<file path="config.mk">
export PLATFORM = sky130hd
export DESIGN_NAME = btb_update_queue
export DESIGN_NICKNAME = d
export VERILOG_FILES = /design/src/rtl/btb_update_queue.sv
export SDC_FILE = /design/constraint.sdc
export NUM_CORES = 1
export LEC_CHECK = 0
export CORE_UTILIZATION = 60
export DETAILED_ROUTE_END_ITERATION = 7
export DONT_BUFFER_PORTS = 1
export PLACE_DENSITY_LB_ADDON = 0.3
export SLEW_MARGIN = 5
export SYNTH_ARGS = -nofsm -noshare
export SYNTH_HDL_FRONTEND = slang
export SYNTH_SLANG_ARGS = --single-unit
</file>
<file path="constraint.sdc">
create_clock -name clk -period 7.24 [get_ports clk]
set_clock_uncertainty 0.15 [all_clocks]
set_input_delay 2.172 -clock clk [delete_from_list [all_inputs] [get_ports clk]]
set_output_delay 2.172 -clock clk [all_outputs]
set_load 0.02 [all_outputs]
</file>
<file path="src/rtl/btb_update_queue.sv">
`default_nettype none
// +----------------------------------------------------------------------------+
// | Module   : btb_update_queue                                                |
// | Brief    : Two-in / one-out coalescing FIFO feeding the BTB write port.    |
// | Revision : 1.0 - initial release                                           |
// +----------------------------------------------------------------------------+
module btb_update_queue #(
  parameter int DEPTH = 8,
  parameter int AW    = 16
) (
  input  logic                       clk,
  input  logic                       reset,
  input  logic                       inA_valid,
  input  logic [AW-1:0]              inA_pc,
  input  logic [AW-1:0]              inA_target,
  input  logic                       inB_valid,
  input  logic [AW-1:0]              inB_pc,
  input  logic [AW-1:0]              inB_target,
  output logic                       full,
  output logic                       overflow,
  output logic [$clog2(DEPTH+1)-1:0] count,
  output logic                       WE,
  output logic [AW-1:0]              PCW,
  output logic [AW-1:0]              targetW
);

  localparam int c_PW = $clog2(DEPTH);
  localparam int c_CW = $clog2(DEPTH+1);

  logic [AW-1:0]   pc_q  [DEPTH];
  logic [AW-1:0]   tgt_q [DEPTH];
  logic            vld_q [DEPTH];
  logic [c_PW-1:0] head_q, head_d;
  logic [c_PW-1:0] tail_q, tail_d;
  logic [c_CW-1:0] count_q, count_d;
  logic            ovf_q, ovf_d;

  logic [DEPTH-1:0] w_hit_a;
  logic [DEPTH-1:0] w_hit_b;
  logic             w_pop;
  logic             w_same;
  logic [AW-1:0]    w_tgt_a;
  logic             w_coal_b;
  logic             w_need_a, w_need_b;
  logic             w_alloc_a, w_alloc_b;
  logic [c_CW:0]    w_free, w_free_b;
  logic [c_PW-1:0]  w_tail_b;
  logic [1:0]       w_nalloc;

  assign w_pop = (count_q != '0);

  // The head leaving this cycle is excluded so a re-push of its PC re-allocates.
  for (genvar i = 0; i < DEPTH; i++) begin : g_match
    logic w_live;
    assign w_live     = vld_q[i] && !(w_pop && (head_q == c_PW'(i)));
    assign w_hit_a[i] = w_live && (pc_q[i] == inA_pc);
    assign w_hit_b[i] = w_live && (pc_q[i] == inB_pc);
  end

  assign w_same   = inA_valid && inB_valid && (inA_pc == inB_pc);
  assign w_tgt_a  = w_same ? inB_target : inA_target;
  assign w_need_a = inA_valid && !(|w_hit_a);
  assign w_coal_b = inB_valid && !w_same && (|w_hit_b);
  assign w_need_b = inB_valid && !w_same && !(|w_hit_b);

  assign w_free    = (c_CW+1)'(DEPTH) - {1'b0, count_q} + {{c_CW{1'b0}}, w_pop};
  assign w_alloc_a = w_need_a && (w_free != '0);
  assign w_free_b  = w_free - {{c_CW{1'b0}}, w_alloc_a};
  assign w_alloc_b = w_need_b && (w_free_b != '0);
  assign w_tail_b  = tail_q + {{(c_PW-1){1'b0}}, w_alloc_a};
  assign w_nalloc  = {1'b0, w_alloc_a} + {1'b0, w_alloc_b};

  always_comb begin
    head_d  = head_q + {{(c_PW-1){1'b0}}, w_pop};
    tail_d  = tail_q + {{(c_PW-2){1'b0}}, w_nalloc};
    count_d = count_q - {{(c_CW-1){1'b0}}, w_pop} + {{(c_CW-2){1'b0}}, w_nalloc};
    ovf_d   = ovf_q || (w_need_a && !w_alloc_a) || (w_need_b && !w_alloc_b);
  end

  always_ff @(posedge clk) begin
    if (reset) begin
      head_q  <= '0;
      tail_q  <= '0;
      count_q <= '0;
      ovf_q   <= 1'b0;
    end else begin
      head_q  <= head_d;
      tail_q  <= tail_d;
      count_q <= count_d;
      ovf_q   <= ovf_d;
    end
  end

  // Later statements win: an allocation into the slot being popped (full queue) keeps it valid.
  for (genvar i = 0; i < DEPTH; i++) begin : g_entry
    always_ff @(posedge clk) begin
      if (reset) begin
        vld_q[i] <= 1'b0;
      end else begin
        if (w_pop && (head_q == c_PW'(i))) begin
          vld_q[i] <= 1'b0;
        end
        if (inA_valid && w_hit_a[i]) begin
          tgt_q[i] <= w_tgt_a;
        end
        if (w_coal_b && w_hit_b[i]) begin
          tgt_q[i] <= inB_target;
        end
        if (w_alloc_a && (tail_q == c_PW'(i))) begin
          vld_q[i] <= 1'b1;
          pc_q[i]  <= inA_pc;
          tgt_q[i] <= w_tgt_a;
        end
        if (w_alloc_b && (w_tail_b == c_PW'(i))) begin
          vld_q[i] <= 1'b1;
          pc_q[i]  <= inB_pc;
          tgt_q[i] <= inB_target;
        end
      end
    end
  end

  assign WE       = w_pop;
  assign PCW      = pc_q[head_q];
  assign targetW  = tgt_q[head_q];
  assign full     = (count_q >= c_CW'(DEPTH-1));
  assign count    = count_q;
  assign overflow = ovf_q;

endmodule
`default_nettype wire

</file>
**After elaboration in Yosys (flattened, before gate mapping)**

Memory sizes are Yosys's and may differ from the RTL's. A register that Yosys moved wholly into a read port is not among the register bits.
Cells that the tools add are included.

- Equal/unequal tests: 38
- Order comparisons: 1
- Muxes and demuxes: 199
- Bitwise operators: 56
- Reduce and logical (&&, ||, !) cells: 103
- Add/sub/neg operators: 9

Operator list:

| operator | count |
|---|---|
| $mux 16 | 39 |
| $eq 16x16->1 | 17 |
| $mux 1 | 152 |
| $reduce_or 16->1 | 6 |
| $logic_and 1x1->1 | 74 |
| $or 1x1->1 | 56 |
| $eq 3x3->1 const B | 12 |
| $mux 3 | 8 |
| $eq 3x2->1 const B | 6 |
| $reduce_or 8->1 | 2 |
| $logic_not 1->1 | 13 |
| $reduce_bool 5->1 | 2 |
| $eq 3x1->1 const B | 3 |
| $logic_not 3->1 | 3 |
| $add 3x1->3 | 2 |
| $add 5x1->5 | 1 |
| $sub 4x4->5 const A | 1 |
| $sub 5x1->5 | 1 |
| $add 4x2->4 | 1 |
| $ge 4x3->1 const B | 1 |
| $reduce_bool 4->1 | 1 |
| $sub 4x1->4 | 1 |
| $add 3x2->3 | 1 |
| $add 1x1->2 | 1 |
| $logic_or 1x1->1 | 2 |

- Memories: 3
- Output and inout port bits: 39
- Memory bits (writable): 264
- Register bits after elaboration: 11
- Input port bits: 68
- Word-level logic and storage cells: 413

Memories:

| name | words | width | rd ports | clocked after Yosys merged registers in | write ports | line | text |
|---|---|---|---|---|---|---|---|
| pc_q | 8 | 16 | 9 | 1 | 2 | 30 | `logic [AW-1:0] pc_q [DEPTH];` |
| tgt_q | 8 | 16 | 1 | 1 | 8 | 31 | `logic [AW-1:0] tgt_q [DEPTH];` |
| vld_q | 8 | 1 | 8 | 0 | 8 | 32 | `logic vld_q [DEPTH];` |

**Logic depth before layout (Yosys ltp)**

Gate-level depths: netlist of run 1.

- Depth in word-level cells: 21
- Mapped depth: 24
- Mapped depth without buffers: 23

**Least setup slack after synthesis of run 1**

No wires, ideal clock.

- Kind: input -> register
- Start point: input inA_pc[5]
- End point: memory tgt_q[5][0], enable pin
- Library setup time: 372 ps
- Arrival time: 6212 ps
- Stages on the path: 18
- Path buffers: 5
- Required time: 6718 ps
- Setup slack: 506 ps
- Cells stage by stage: buf_2 clkbuf_1 xor2_1 nor4_1 nand4_1 and4b_1 clkbuf_1 and3_1 ha_1 xor2_1 and4b_1 clkbuf_1 nor4_1 nand3_1 or2_2 clkbuf_1 nand2_1 or3_1

RTL lines:

| what | line | text |
|---|---|---|
| start: declaration | 14 | `input logic [AW-1:0] inA_pc,` |
| end: declaration | 31 |  |

==> results.ini, run 1 <==
[clock_tree]
cts_tree=built
hold_buffers=0
cts_buffers=31
clk_pin_slew_ns=0.06
cts.path.max_buffers=3
cts_resized=0
post_cts_buffers=0
root_buffer=clkbuf_16
cts.htree.levels=1
cts_sinks=275
clk_latency_ns=0.58

[synthesis]
netlist_area_um2=17800
yosys_warnings=0
async_flop_share=0
syn_inst=1318
ys_seq_area_frac=0.458
synth_area_per_cell_um2=13.5
ys_ff_latch=275
synth-edff-count=264
synth_nets=1405
ys.flop_type=edfxtp_1
synthDistinctLibCells=56

[route]
drtIter0Drc=1323
avgViaCountPerCell=6.90
drt-pass1-iter-count=5
num_vias=11600
drc=0
ant_nets=0
wl_per_cell_um=32.4
drt-total-wl_um=54600

[sta]
drv_slew=0
setup_tns_ns=0
slew_headroom=0.212
finalSetupViolCount=0
hold_viol=0
timing.fmax_ghz=0.163
worst_pin_slew_ns=1.18
fin_crit_ns=6.13
rsz0062_at_grt=false
fin_crit_sh=0.847

[global_route]
antenna_found_initial=2
overflow=0
grtUsageTotal=0.361
grt_pass1_wl_um=78900
grt_max_degree=45
grt_pass1_vias=11700

[place]
io_buffers=0
post_dp_cell_area_um2=18100
dpl.hpwl_um=38000
globalplace.congestion=1.04

[finish]
drive_above_1_share=0.358
layout_common_cells=mux2_2 (268), edfxtp_1 (264), xor2_1 (152)
diodes=0
nNetsFinal=1360
final_common_cell=mux2_2
syn2layout_area_growth_pct=7.20
fin_area_um2=19100

[critical_path]
cp-startpoint=inA_pc[6]
crit_end=tgt_q[6][0]$_DFFE_PP_
max_stage_delay_ns=0.86
cp_max_fo=17
r2r-start=count[2]$_SDFF_PP0_
crit_path_top_delay_cell=a21oi_2
r2r_slack_ns=1.55
critPathKind=input port to register
worstPathArrival_ns=6.31
cp_cell_sequence=xor2_1 > nor4_1 > nand4_1 > o22ai_1 > nor2_1 > and3_1 > ha_1 > xor2_1 > and4b_1 > nor4_1 > nand3_1 > o21ai_0 > a21oi_2 > mux2_2
endpoint_kind=register
required_ns=7.42
worstRegToRegCells=17
r2r_end=tgt_q[6][0]$_DFFE_PP_
cp-start-kind=input port

[floorplanning]
pin_count=107
die_w_um=174
die_y_um=174
coreArea_um2=28900
rows=62
die_area_um2=30400
start_util=0.615

[power]
leakagePower_nw=6.45
total_power_mw=6.07
ir_drop_v=0.000628
power_density_nw_per_um2=318

[status]
outcome=completed

[min_path]
min_path_type=register to register

[job]
drv_cap=0

cell type report:
| cell class | instances | area (µm²) |
|---|---|---|
| Clock buffer | 32 | 779 |
| Clock inverter | 26 | 240 |
| Fill cell | 2156 | 9850 |
| Inverter | 13 | 50.0 |
| Multi-Input combinational cell | 913 | 9060 |
| Sequential cell | 275 | 8160 |
| Tap cell | 384 | 480 |
| Timing Repair Buffer | 39 | 318 |
metal layers:
metal,vias up,part of all wire,global-route usage,wire length (µm)
met3,115,0.11,0.0801,5850
met4,4,0.032,0.114,1730
met1,5896,0.40,0.502,21800
li1,4896,-,-,-
met5,-,0.00044,0,24
met2,702,0.46,0.566,25200
worst max-delay path, delay by kind of cell:
family	cells	cell delay, ns
XOR/XNOR	2	0.28
AND/OR/NAND/NOR	7	1.88
multiplexers	1	0.44
AO/OA/AOI/OAI	3	1.29
adder cells (fa/ha/maj)	1	0.22
Yosys cell counts, drive strengths merged (11+ instances only):
cell / number / area share
and3: 13 / 0.0046
buf: 87 / 0.026
clkbuf: 30 / 0.0063
dfxtp: 11 / 0.012
edfxtp: 264 / 0.45
ha: 17 / 0.012
inv: 12 / 0.0025
mux2: 288 / 0.19
mux4: 64 / 0.081
nand2: 28 / 0.0063
nand3: 18 / 0.0051
nand4: 39 / 0.014
nor2: 22 / 0.0046
nor3: 13 / 0.0039
nor4: 47 / 0.017
or3: 11 / 0.0039
xnor2: 128 / 0.063
xor2: 152 / 0.075
through the flow:
stage           util  setup slack, ns  hold slack, ns  cells
4_1_cts        0.659             1.15           0.520   1682
6_report       0.659             1.11           0.520   1682
5_1_grt        0.659            0.914           0.565   1682
3_5_place_dp   0.624            0.544           0.503   1624
3_3_place_gp   0.624            0.602           0.479   1624
2_1_floorplan      -            0.506           0.392   1318
registers in the layout (all words and copies together), names as in the netlist:
name,count
count,4
pc_q,128
vld_q,8
tgt_q,128
overflow,1
head_q,3
tail_q,3
worst min-delay path by stage:
stage	start	to	slack (ns)	cells past startpoint
3_3_place_gp	tail_q[2]$_SDFF_PP0_	tail_q[2]$_SDFF_PP0_	0.48	2
4_1_cts	tail_q[2]$_SDFF_PP0_	tail_q[2]$_SDFF_PP0_	0.52	2
5_1_grt	tail_q[2]$_SDFF_PP0_	tail_q[2]$_SDFF_PP0_	0.56	2
6_report	tail_q[2]$_SDFF_PP0_	tail_q[2]$_SDFF_PP0_	0.52	2
3_5_place_dp	tail_q[2]$_SDFF_PP0_	tail_q[2]$_SDFF_PP0_	0.50	2
2_1_floorplan	head_q[0]$_SDFF_PP0_	head_q[0]$_SDFF_PP0_	0.39	2
kinds of logic after synthesis:
kind of cell               share of synthesized area
DFF                                            0.458
and+or+nand+nor                               0.0709
AOI/OAI and AO/OA                             0.0167
xor gates and xnor gates                       0.138
buffers and inverters                         0.0347
adders and majority gates                     0.0142
muxes                                          0.268
where the power goes:
group	switching, mW	internal [mW]	total [mW]
Combinational	1.18	0.976	2.15
Sequential	0.271	2.06	2.33
Clock	0.686	0.899	1.59
No activity file was read; power rests on OpenSTA's default activity.
==> inputs of run 2 (changes only) <==
--- a/config.mk
+++ b/config.mk
@@ -5,7 +5,7 @@
 export SDC_FILE = /design/constraint.sdc
 export NUM_CORES = 1
 export LEC_CHECK = 0
-export CORE_UTILIZATION = 60
+export CORE_UTILIZATION = 59
 export DETAILED_ROUTE_END_ITERATION = 7
 export DONT_BUFFER_PORTS = 1
 export PLACE_DENSITY_LB_ADDON = 0.3
==> constraint.sdc (replaced) <==
create_clock -name clk -period 5.6 [get_ports clk]
set_clock_uncertainty 0.15 [all_clocks]
set_input_delay 1.68 -clock clk [delete_from_list [all_inputs] [get_ports clk]]
set_output_delay 1.68 -clock clk [all_outputs]
set_load 0.02 [all_outputs]
==> results.ini, run 2 (synthesis results as in run 1) <==
[critical_path]
cp_max_fo=17  ; unchanged
crit_path_top_delay_cell=nor4_1  ; was a21oi_2
max_stage_delay_ns=0.45  ; was 0.86 ns
required_ns=5.70  ; was 7.42 ns
cp-start-kind=input port  ; unchanged
worstPathArrival_ns=5.31  ; was 6.31 ns
cp-startpoint=inA_pc[0]  ; was inA_pc[6]
r2r-start=count[2]$_SDFF_PP0_  ; unchanged
cp_cell_sequence=xor2_1 > nor4_1 > nand4_1 > o22ai_1 > nor2_1 > and3_4 > ha_1 > xor2_1 > and4b_1 > buf_4 > nor4_1 > nand3_1 > or2_2 > nand2_4 > or3_4  ; was xor2_1 > nor4_1 > nand4_1 > o22ai_1 > nor2_1 > and3_1 > ha_1 > xor2_1 > and4b_1 > nor4_1 > nand3_1 > o21ai_0 > a21oi_2 > mux2_2
endpoint_kind=register  ; unchanged
critPathKind=input port to register  ; unchanged

[sta]
rsz0062_at_grt=false  ; unchanged
timing.fmax_ghz=0.192
finalSetupViolCount=0  ; unchanged
hold_viol=0  ; unchanged
slew_headroom=0.458  ; was 0.212
drv_slew=0  ; unchanged
worst_pin_slew_ns=0.805  ; was 1.18 ns
fin_crit_sh=0.929
fin_crit_ns=5.20

[route]
wl_per_cell_um=29.8  ; was 32.4 µm
drtIter0Drc=1579  ; was 1,323
route.met2.wl_um=23500  ; was 25,200 µm
drc=0  ; unchanged
drt-total-wl_um=50900  ; was 54,600 µm
num_vias=11600  ; about the same
drt-pass1-iter-count=5  ; unchanged
ant_nets=0  ; unchanged
avgViaCountPerCell=6.79  ; was 6.90
top_layer_used=met4  ; was met5
detail_route.wirelength.met1_um=20800  ; was 21,800 µm
wl_met3_um=5000  ; was 5850 µm

[floorplanning]
die_w_um=176  ; was 174 µm
coreArea_um2=29600  ; was 28,900 µm²
die_y_um=176  ; was 174 µm
die_area_um2=30900  ; was 30,400 µm²
rows=63  ; was 62
pin_count=107  ; unchanged
start_util=0.601  ; was 0.615

[power]
swShare=0.345  ; was 0.352
power_frac_comb=0.377  ; was 0.355
total_power_mw=7.96  ; was 6.07 mW
clkPwrFrac=0.250  ; was 0.261
power_density_nw_per_um2=407  ; was 318 nW/µm²
p_sw_mw=2.75  ; was 2.13 mW
ir_drop_v=0.000354  ; was 0.000628 V
internal_power_mw=5.21  ; was 3.93 mW
seqPwrFrac=0.373  ; was 0.384
leakagePower_nw=6.62  ; was 6.45 nW

[finish]
seq_area_um2=8160  ; unchanged
nNetsFinal=1381  ; was 1,360
drive_above_1_share=0.381  ; was 0.358
final_common_cell=mux2_2  ; unchanged
layout_common_cells=mux2_2 (268), edfxtp_1 (264), xor2_1 (152)  ; unchanged
fin_area_um2=19600  ; was 19,100 µm²
diodes=0  ; unchanged
multi_input_area_um2=9190  ; was 9060 µm²
fillers=2156  ; unchanged
syn2layout_area_growth_pct=9.97  ; was 7.20%
top_regs=pc_q (128), tgt_q (128), vld_q (8)  ; unchanged

[global_route]
grt_pass1_wl_um=75900  ; was 78,900 µm
grt_pass1_vias=11900  ; was 11,700
grtUsageTotal=0.333  ; was 0.361
antenna_found_initial=0  ; was 2
grt_max_degree=40  ; was 45
overflow=0  ; unchanged

[clock_tree]
cts_resized=0  ; unchanged
clk_pin_slew_ns=0.06  ; about the same
root_buffer=clkbuf_16  ; unchanged
clk_latency_ns=0.58  ; about the same
cts.htree.levels=1  ; unchanged
cts_sinks=275  ; unchanged
cts_buffers=31  ; unchanged
cts.path.max_buffers=3  ; unchanged
hold_buffers=0  ; unchanged
post_cts_buffers=0  ; unchanged
cts_tree=built  ; unchanged

[min_path]
min_path_type=register to register  ; unchanged
hold_start=head_q[0]$_SDFF_PP0_  ; was tail_q[2]$_SDFF_PP0_

[job]
drv_cap=0  ; unchanged

[status]
outcome=completed  ; unchanged

[place]
dpl.hpwl_um=34200  ; was 38,000 µm
globalplace.congestion=0.977  ; was 1.04
io_buffers=0  ; unchanged
post_dp_cell_area_um2=18600  ; was 18,100 µm²

## run 2: cell count changes in the layout (fill, tap and decap cells not counted), sizes merged
cell / before / now
buf: 39 / 60
clkbuf: 32 / 37
clkinvlp: 1 / 4
clkinv: 18 / 12
inv: 17 / 13
## run 2: final timing paths
| path | endpoint | slack [ns] | cells past startpoint |
|---|---|---|---|
| worst max-delay path | tgt_q[5][1]$_DFFE_PP_ | 0.40 | 15 |
| worst min-delay path | vld_q[1][1]$_DFFE_PP_ | 0.53 | 1 |
| worst min register to register | vld_q[1][1]$_DFFE_PP_ | 0.53 | 1 |
| worst max register to register | tgt_q[5][1]$_DFFE_PP_ | 0.40 | 18 |
## run 2: critical path: cells and delay by family
kind | cells | cell delay, ns
adder cells (fa/ha/maj) | 1 | 0.21
AO/OA/AOI/OAI | 1 | 0.36
AND/OR/NAND/NOR | 10 | 2.55
buffers and inverters | 1 | 0.16
XOR/XNOR | 2 | 0.30
## run 2: stage by stage
step,setup slack (ns),utilization,hold slack (ns),TNS [ns],instances
finish,0.396,0.660,0.528,0,1707
global route,0.174,0.660,0.570,0,1707
CTS,0.475,0.660,0.533,0,1707
detailed placement,-0.0533,0.627,0.514,-0.101,1651
global placement,-0.00277,0.627,0.484,-0.00277,1651
floorplan,-0.0479,-,0.392,-0.479,1318
## run 2: power by group through the flow
stage               clock [mW]  sequential, mW  combinational [mW]
floorplan                    0            2.84                2.31
global placement             0            2.99                2.93
detailed placement           0            3.00                2.96
CTS                       2.00            2.96                2.99
global route              2.08            2.99                3.17
finish                    1.99            2.97                3.00
## run 2: routing by layer
metal,vias up,GRT usage
li1,4926,-
met5,-,0
met4,0,0.110
met1,5960,0.463
met3,108,0.0729
met2,599,0.519
## run 2: area by class of cell
class / count / share of cell area
multi-input combinational: 913 / 0.470
sequential: 275 / 0.417
clock buffer: 37 / 0.0408
timing repair buffer: 60 / 0.0358
tap: 390 / 0.0249
clock inverter: 19 / 0.00959
inverter: 13 / 0.00256
==> inputs of run 3 (changes only) <==
--- a/config.mk
+++ b/config.mk
@@ -5,6 +5,7 @@
 export SDC_FILE = /design/constraint.sdc
 export NUM_CORES = 1
 export LEC_CHECK = 0
+export CORE_MARGIN = 2
 export CORE_UTILIZATION = 59
 export DETAILED_ROUTE_END_ITERATION = 7
 export DONT_BUFFER_PORTS = 1
==> results.ini, run 3 (synthesis results as in run 1) <==
[status]
outcome=completed  ; unchanged

[floorplanning]
die_w_um=178  ; was 176 µm
rows=63  ; unchanged
coreArea_um2=29600  ; unchanged
pin_count=107  ; unchanged
start_util=0.601  ; unchanged
die_y_um=178  ; was 176 µm
die_area_um2=31600  ; was 30,900 µm²

[sta]
finalSetupViolCount=0  ; unchanged
drv_slew=0  ; unchanged
rsz0062_at_grt=false  ; unchanged
worst_pin_slew_ns=0.931  ; was 0.805 ns
timing.fmax_ghz=0.191  ; was 0.192 GHz
layout_setup_ws_ns=0.363  ; was 0.396 ns
fin_crit_ns=5.24  ; was 5.20 ns
whs_ns=0.500  ; was 0.528 ns
fin_crit_sh=0.935  ; was 0.929
slew_headroom=0.371  ; was 0.458
hold_viol=0  ; unchanged

[clock_tree]
cts_resized=0  ; unchanged
clk_latency_ns=0.59  ; was 0.58 ns
cts_sinks=275  ; unchanged
cts.path.max_buffers=3  ; unchanged
hold_buffers=0  ; unchanged
clk_pin_slew_ns=0.06  ; about the same
cts_tree=built  ; unchanged
post_cts_buffers=0  ; unchanged
root_buffer=clkbuf_16  ; unchanged
cts_buffers=31  ; unchanged
cts.htree.levels=1  ; unchanged

[critical_path]
r2r_slack_ns=0.36  ; was 0.40 ns
worst_path_dominant_cell_family=simple AND/OR/NAND/NOR gates  ; unchanged
crit_path_top_delay_cell=or4_1  ; was nor4_1
critPathKind=register to register  ; was input port to register
worstPathArrival_ns=5.39  ; was 5.31 ns
cp-start-kind=register  ; was input port
worstRegToRegCells=17  ; was 18
r2r_end=vld_q[1][0]$_SDFFCE_PN0P_  ; was tgt_q[5][1]$_DFFE_PP_
max_stage_delay_ns=0.64  ; was 0.45 ns
r2r-start=count[2]$_SDFF_PP0_  ; unchanged
cp_max_fo=17  ; unchanged
required_ns=5.76  ; was 5.70 ns
endpoint_kind=register  ; unchanged
cp_cell_sequence=inv_1 > ha_1 > nor3b_2 > buf_4 > o21ai_0 > nor3_1 > a32oi_1 > and4b_1 > and3_4 > ha_4 > ha_4 > or4_1 > or4_1 > buf_4 > nand2_2 > buf_12 > or3_1  ; was xor2_1 > nor4_1 > nand4_1 > o22ai_1 > nor2_1 > and3_4 > ha_1 > xor2_1 > and4b_1 > buf_4 > nor4_1 > nand3_1 > or2_2 > nand2_4 > or3_4
critPathBufInv=4  ; was 1

[place]
dp_slack_ns=-0.0969  ; was -0.0533 ns
globalplace.congestion=1.09  ; was 0.977
io_buffers=0  ; unchanged
post_dp_cell_area_um2=18900  ; was 18,600 µm²
dpl.hpwl_um=38400  ; was 34,200 µm

[global_route]
overflow=0  ; unchanged
grt_pass1_vias=11800  ; was 11,900
grt_max_degree=41  ; was 40
grtUsageTotal=0.349  ; was 0.333
antenna_found_initial=1  ; was 0
grt_pass1_wl_um=79600  ; was 75,900 µm

[power]
ir_drop_v=0.000374  ; was 0.000354 V
power_density_nw_per_um2=405  ; was 407 nW/µm²
leakagePower_nw=6.86  ; was 6.62 nW

[finish]
multi_input_area_um2=9200  ; was 9190 µm²
top_regs=pc_q (128), tgt_q (128), vld_q (8)  ; unchanged
final_common_cell=mux2_2  ; unchanged
diodes=0  ; unchanged
drive_above_1_share=0.402  ; was 0.381
fin_area_um2=19900  ; was 19,600 µm²
seq_area_um2=8160  ; unchanged
fillers=2119  ; was 2,156
fin_util=0.673  ; was 0.660
syn2layout_area_growth_pct=12.0  ; was 9.97%
layout_common_cells=mux2_2 (268), edfxtp_1 (264), xor2_1 (152)  ; unchanged
nNetsFinal=1423  ; was 1,381

[job]
drv_cap=0  ; unchanged

[route]
wl_per_cell_um=31.1  ; was 29.8 µm
drt-total-wl_um=54500  ; was 50,900 µm
ant_nets=0  ; unchanged
drt-pass1-iter-count=5  ; unchanged
num_vias=11900  ; was 11,600
drtIter0Drc=1551  ; was 1,579
drc=0  ; unchanged
avgViaCountPerCell=6.77  ; was 6.79

[min_path]
min_path_type=register to register  ; unchanged
min_to=tail_q[2]$_SDFF_PP0_  ; was vld_q[1][1]$_DFFE_PP_
hold_start=tail_q[2]$_SDFF_PP0_  ; was head_q[0]$_SDFF_PP0_
hold_depth=2  ; was 1

-- run 3: changes by cell type in the layout (fill, tap and decap cells not counted) --
cell | before | now
buf_4 | 40 | 79
buf_12 | 20 | 23
clkbuf_8 | 0 | 3
clkinv_2 | 6 | 9
clkinvlp_4 | 4 | 1
a21oi_2 | 6 | 5
a21oi_4 | 0 | 1
bufinv_16 | 3 | 2
clkinv_1 | 6 | 5
clkinv_4 | 0 | 1
-- run 3: worst max-delay path by stage --
stage,start,end,slack (ns),cells past startpoint
3_3_place_gp,inA_pc[3],tgt_q[7][2]$_DFFE_PP_,-0.11,15
3_5_place_dp,inA_pc[3],tgt_q[7][1]$_DFFE_PP_,-0.1,15
6_report,count[2]$_SDFF_PP0_,vld_q[1][0]$_SDFFCE_PN0P_,0.36,17
5_1_grt,count[2]$_SDFF_PP0_,count[2]$_SDFF_PP0_,0.07,23
4_1_cts,count[2]$_SDFF_PP0_,tgt_q[7][1]$_DFFE_PP_,0.38,18
2_1_floorplan,inA_pc[13],tgt_q[4][10]$_DFFE_PP_,-0.05,18
-- run 3: cell type report --
class                           instances  share of cell area
Multi-Input combinational cell        913               0.461
Clock inverter                         18             0.00778
Clock buffer                           40              0.0421
Timing Repair Buffer                  102              0.0528
Inverter                               13             0.00251
Sequential cell                       275               0.409
Tap cell                              390              0.0245
-- run 3: where the power goes --
group	switching (mW)	total, mW	internal (mW)	leakage, nW
clock network	0.865	2.01	1.15	0.492
logic	1.69	3.14	1.45	3.86
registers	0.263	2.92	2.66	2.50
-- run 3: worst reg2reg max path, stage by stage (launching register included) --
cell,delay [ns]
dfxtp_1,0.54
inv_1,0.15
ha_1,0.22
nor3b_2,0.17
buf_4,0.18
o21ai_0,0.56
nor3_1,0.18
a32oi_1,0.18
and4b_1,0.26
and3_4,0.24
ha_4,0.15
ha_4,0.20
or4_1,0.47
or4_1,0.64
buf_4,0.23
nand2_2,0.10
buf_12,0.20
or3_1,0.15
-- run 3: metrics by stage --
stage	std cells	total power [mW]	TNS (ns)
global placement	1693	6.02	-7.15
CTS	1751	8.06	0
finish	1751	8.07	0
global route	1751	8.37	0
floorplan	1318	5.15	-0.479
detailed placement	1693	6.06	-3.41
-- run 3: routing by layer --
layer	global-route usage	wire, µm	share of wire	up-vias
met5	0	13	0.00024	-
met4	0.134	2250	0.041	2
met3	0.0585	5710	0.10	129
met2	0.537	24900	0.46	718
met1	0.497	21700	0.40	5991
li1	-	-	-	5013
